<file path="config.mk">
export PLATFORM = sky130hd
export DESIGN_NAME = data_mem_arbiter
export DESIGN_NICKNAME = d
export VERILOG_FILES = /design/src/rtl/data_mem_arbiter.sv
export SDC_FILE = /design/constraint.sdc
export NUM_CORES = 1
export LEC_CHECK = 0
export BUFFER_PORTS_ARGS = -buffer_cell sky130_fd_sc_hd__clkbuf_2
export CAP_MARGIN = 20
export CORE_AREA = 5 5 127 129
export DETAILED_ROUTE_END_ITERATION = 16
export DIE_AREA = 0 0 132 134
export GPL_TIMING_DRIVEN = 0
export PLACE_DENSITY = 0.63
export SLEW_MARGIN = 10
export SYNTH_ARGS = -nofsm -noshare
export SYNTH_HDL_FRONTEND = slang
export SYNTH_SLANG_ARGS = --single-unit
export TNS_END_PERCENT = 1
</file>
<file path="constraint.sdc">
create_clock -name clk_i -period 2.2 [get_ports clk_i]
set_input_delay 0.11 -clock clk_i [delete_from_list [all_inputs] [get_ports clk_i]]
set_output_delay 0.11 -clock clk_i [all_outputs]
set_load 0.005 [all_outputs]
</file>
<file path="src/rtl/data_mem_arbiter.sv">
// data_mem_arbiter
//   Shares one single-port Data_Memory between the MEM stages of two cores.
//   A lone requester is granted in the same cycle. When both cores request
//   in one cycle, one core is granted and the other is stalled. The stalled
//   core keeps its inputs stable and is served in the following cycle.
//   Round-robin between the cores is the default. Two same-address cases
//   override it:
//     - one write and one read: the write goes first, so the read that
//       follows sees the new data;
//     - two writes: core 2 commits first, so the value left in memory is
//       core 1's.
//   Read data has zero latency. It is also captured into a per-core holding
//   register, and rdata_o shows that register in every other cycle.
//
// Configuration macro:
//   ARB_FIXED_PRIORITY_EN - core 1 always wins contention (overrides still
//                           apply) and the last-grant state is frozen.
//
// Ports:
//   clk_i, rst_i                 clock, synchronous active-high reset
//   cN_read_i / cN_write_i       core N MemRead / MemWrite (both = write)
//   cN_addr_i / cN_wdata_i       core N address / store data
//   cN_rdata_o                   core N load data
//   cN_stall_o                   core N must hold its MEM stage
//   mem_read_o / mem_write_o     strobes to Data_Memory
//   mem_addr_o / mem_wdata_o     address / store data to Data_Memory
//   mem_rdata_i                  combinational read data from Data_Memory
//   conflict_cnt_o               saturating count of contended cycles
module data_mem_arbiter #(
  parameter int DATA_W      = 32,
  parameter int ADDR_MASK_W = 5
) (
  input  logic              clk_i,
  input  logic              rst_i,
  input  logic              c1_read_i,
  input  logic              c1_write_i,
  input  logic [DATA_W-1:0] c1_addr_i,
  input  logic [DATA_W-1:0] c1_wdata_i,
  output logic [DATA_W-1:0] c1_rdata_o,
  output logic              c1_stall_o,
  input  logic              c2_read_i,
  input  logic              c2_write_i,
  input  logic [DATA_W-1:0] c2_addr_i,
  input  logic [DATA_W-1:0] c2_wdata_i,
  output logic [DATA_W-1:0] c2_rdata_o,
  output logic              c2_stall_o,
  output logic              mem_read_o,
  output logic              mem_write_o,
  output logic [DATA_W-1:0] mem_addr_o,
  output logic [DATA_W-1:0] mem_wdata_o,
  input  logic [DATA_W-1:0] mem_rdata_i,
  output logic [15:0]       conflict_cnt_o
);

  // LAST1: core 1 won the last contention, so core 2 is favoured next.
  typedef enum logic {LAST1, LAST2} state_e;

  state_e            state_q;
  logic [DATA_W-1:0] c1_rdata_q, c2_rdata_q;
  logic [15:0]       cnt_q;

  logic req1, req2, wr1, wr2, same_addr, contend, win1;
  logic gnt1, gnt2, gnt1_rd, gnt2_rd;

  always_comb begin
    req1      = c1_read_i | c1_write_i;
    req2      = c2_read_i | c2_write_i;
    wr1       = c1_write_i;
    wr2       = c2_write_i;
    same_addr = (c1_addr_i[ADDR_MASK_W+1:2] == c2_addr_i[ADDR_MASK_W+1:2]);
    contend   = ~rst_i & req1 & req2;

    // The same-address rules take precedence over the rotation. Two writes
    // let core 2 go first, so core 1's value is the one that remains.
    if (same_addr && wr1 && wr2) begin
      win1 = 1'b0;
    end else if (same_addr && (wr1 != wr2)) begin
      win1 = wr1;
    end else begin
`ifdef ARB_FIXED_PRIORITY_EN
      win1 = 1'b1;
`else
      win1 = (state_q == LAST2);
`endif
    end

    // Reset blocks every grant, so requests made during reset are dropped
    // and nothing is committed in the reset cycle.
    gnt1    = ~rst_i & req1 & (~req2 | win1);
    gnt2    = ~rst_i & req2 & (~req1 | ~win1);
    gnt1_rd = gnt1 & ~wr1;
    gnt2_rd = gnt2 & ~wr2;

    c1_stall_o = ~rst_i & req1 & ~gnt1;
    c2_stall_o = ~rst_i & req2 & ~gnt2;

    mem_read_o  = gnt1_rd | gnt2_rd;
    mem_write_o = (gnt1 & wr1) | (gnt2 & wr2);
    mem_addr_o  = gnt2 ? c2_addr_i  : c1_addr_i;
    mem_wdata_o = gnt2 ? c2_wdata_i : c1_wdata_i;

    c1_rdata_o = gnt1_rd ? mem_rdata_i : c1_rdata_q;
    c2_rdata_o = gnt2_rd ? mem_rdata_i : c2_rdata_q;

    conflict_cnt_o = cnt_q;
  end

  always_ff @(posedge clk_i) begin
    if (rst_i) begin
      state_q    <= LAST2;
      c1_rdata_q <= '0;
      c2_rdata_q <= '0;
      cnt_q      <= '0;
    end else begin
      if (gnt1_rd) c1_rdata_q <= mem_rdata_i;
      if (gnt2_rd) c2_rdata_q <= mem_rdata_i;
      if (contend) begin
`ifndef ARB_FIXED_PRIORITY_EN
        state_q <= win1 ? LAST1 : LAST2;
`endif
        if (cnt_q != '1) cnt_q <= cnt_q + 16'd1;
      end
    end
  end

endmodule

</file>
==> results_dict.tcl <==
set metrics [dict create \
    drt.antenna.violating_nets 0 \
    setup.worst_path.end_class "primary output" \
    cp_max_fo 10 \
    synth_sequential_area_ratio_pct 37.3 \
    routed-via-count 4749 \
    final_stage_net_count 973 \
    number_of_synthesized_flops_with_an_enable_pin 0 \
    drt_iter0_markers 126 \
    timing.critical_path.from_type "input port" \
    dpl_cell_area_sq_um 6150 \
    synthFlopType "dfxtp_1" \
    std_cell_rows 45 \
    num_antenna_cells 0 \
    pin_count_of_the_biggest_net_entering_global_routing 16 \
    initial_utilization_pct 29.1 \
    detailedRoute.firstPassIterationCount 4 \
    worst_ep_required_time_ns 2.09 \
    cts.path.max_buffers 2 \
    final_tns_setup_ns 0 \
    seq_power_share_pct 38.4 \
    combinationalPowerShare_pct 22.3 \
    tightest_slew_ns 0.591 \
    clock_power_share_pct 39.3 \
    drv_cap 0 \
    finalWirelength_um 17900 \
    synth_fp_nets 644 \
    ys_warn_count 0 \
    dpl.hpwl_um 15000 \
    internal_power_uw 2880 \
    synth_area_sq_um 4350 \
    cts.root.buffer_cell "clkbuf_16" \
    power.switching_fraction_pct 27.3 \
    net-switching-power_uw 1080 \
    grt.overflow.total 0 \
    report.final.setup_viol 0 \
    route.met3.wl_um 1320 \
    first_global_vias 4690 \
    io_pins 314 \
    count_of_different_cell_masters_after_synthesis 38 \
    rsz0062_at_grt "yes" \
    fin_crit_ns 2.14 \
    drc_errors 0 \
    syn-mean-instance-area_sq_um 9.12 \
    period_utilization_post_route_pct 97.4 \
    detail_route.wirelength.met1_um 7410 \
    timing.fmax_mhz 467 \
    p_total_uw 3970 \
    clkSlewWorstSetupHoldPaths_ns 0.06 \
    routed-wl-met2_um 8980 \
    dr.max_layer_used "met4" \
    cellPowerDensity_nw_per_um2 602 \
    cp_data_arrival_time_ns 2.03 \
    die-width_um 132 \
    hold_vio_cnt_final 0 \
    finalWeightedCongestion 0.839 \
    floorplan.core_area_sq_um 14900 \
    postSynthRegisterBits 81 \
    tritoncts "done" \
    die_area_sq_um 17700 \
    grt_pass1_wl_um 26900 \
    finClkSkew_ns 0.00624 \
    layout-area-overhead-vs-synth_pct 51.5 \
    final_layout_size_suffix_gt1_share_pct 53.1 \
    wl_per_cell_um 18.0 \
    vias_per_cell 4.75 \
    outcome "finished, final reports clean" \
    clock_tree.htree_level_count 3 \
    die_height_um 134 \
    netlist_instances 477 \
    slew_viol_final 0 \
    portBuffers 313 \
    static-leakage-power_uw 0.00330 \
    vdd.ir_drop.worst_uv 504 \
    criticalPathCategory "input port to primary output" \
    postLayoutCellArea_sq_um 6590 \
    fraction_of_registers_with_async_set_or_reset_after_synthesis_pct 0 \
    slew_headroom_pct 60.5 \
    cts_buffers 9 \
    clock-sinks 81 \
    holdCritPathClass "input port to flop" \
    grt_antenna_before_repair 0 \
    layout.cells.non_filler 999 \
    place_inst 978 \
    global_route.usage.total_pct 19.3 \
    clk-insertion-delay-late_ns 0.34 \
]
==> final cells by class <==
| type | instances | area, sq um |
|---|---|---|
| inverters | 1 | 3.75 |
| clock buffers | 10 | 239 |
| multi-input cells | 363 | 2610 |
| repair buffers | 319 | 1620 |
| plain buffers | 31 | 176 |
| clock inverters | 6 | 75.1 |
| fillers | 1525 | 8330 |
| flip-flops and latches | 81 | 1620 |
| well taps | 188 | 235 |
==> routing by layer <==
layer	GRT usage [%]	vias to the layer above
met5	0	-
met4	4.91	0
met3	5.93	12
met2	33.2	189
met1	23.5	2192
li1	-	2356
==> power groups by stage <==
stage	logic, uW	registers [uW]	clock network (uW)
2_1_floorplan	401	1550	0
3_3_place_gp	868	1550	0
3_5_place_dp	871	1550	0
4_1_cts	893	1520	1600
5_1_grt	967	1530	1670
6_report	885	1520	1560
==> state kept, by name, summed over array words and instances, names as in the netlist <==
register and flops:
state_q 1, c2_rdata_q 32, c1_rdata_q 32, conflict_cnt_o 16
==> placed cells by master (no fill, tap or decap), drive strengths merged, types with 2 or more instances in the layout <==
master,n
inv,3
clkinv,2
o211ai,2
dfxtp,81
buf,16
nand2,35
o21ai,39
nor3b,2
o31ai,2
and3,5
or4,2
xnor2,4
clkbuf,344
nand3,40
nor3,7
nor2b,32
a31oi,2
nor2,22
mux2i,2
and2,2
nand4,5
a21oi,38
and4,3
mux2,96
nor4,3
xor2,12
==> critical path, cell delays in order <==
cell and delay [ns]:
clkbuf_2 0.09, xor2_1 0.18, nor3_4 0.36, a21oi_1 0.16, o31ai_4 0.30, buf_12 0.17
buf_6 0.15, mux2_2 0.36, clkbuf_2 0.14
==> stage by stage <==
step                setup WS [ns]  hold slack [ns]  util [%]
finish                     0.0576           0.0408      44.1
global route              -0.0195           0.0497      44.1
CTS                       0.00336           0.0277      43.9
detailed placement         -0.538            0.391      41.2
floorplan                   0.218            0.282         -
global placement           -0.517            0.386      41.2
==> cells in the mapped netlist, types with 3 or more instances <==
library cell | number | area share [%]
o21ai_0 | 35 | 4.0
mux2_1 | 20 | 5.2
buf_2 | 4 | 0.46
xor2_1 | 12 | 2.4
nand3_1 | 40 | 4.6
nor4_1 | 3 | 0.43
nor2b_1 | 32 | 4.6
a21oi_1 | 38 | 4.4
o21ai_1 | 4 | 0.46
buf_6 | 6 | 1.6
dfxtp_1 | 81 | 37
nand2_1 | 35 | 3.0
clkbuf_1 | 22 | 1.9
and3_1 | 5 | 0.72
nor3_1 | 6 | 0.69
and4_1 | 3 | 0.60
xnor2_1 | 4 | 0.81
nand4_1 | 5 | 0.72
nor2_1 | 22 | 1.9
mux2_2 | 76 | 20
==> logic make-up after synthesis <==
kind of cell	after synthesis	share of synthesized area [%]
adder cells (fa/ha/maj)	1	0.288
buffers and inverters	33	4.00
multiplexers	98	25.3
XOR/XNOR	16	3.22
AND/OR/NAND/NOR	161	19.0
AO/OA/AOI/OAI	87	10.9
flip-flops	81	37.3
==> worst paths after layout <==
kind / from / endpoint / slack (ns) / cells after the start
min: mem_rdata_i[16] / c1_rdata_q[16] / 0.04 / 3
max: c2_addr_i[5] / mem_addr_o[17] / 0.06 / 9
min reg2reg: c1_rdata_q[1] / c1_rdata_q[1] / 0.50 / 2
max reg2reg: conflict_cnt_o[0] / conflict_cnt_o[1] / 0.24 / 6
==> what timing repair did <==
action | CTS | global route
setup buffers | 4 | 2
gates resized for setup | 12 | 3
setup endpoints to repair | 156 | 78
pin swaps | 4 | 4
hold buffers | 0 | 0
No activity file was read; power rests on OpenSTA's default activity.
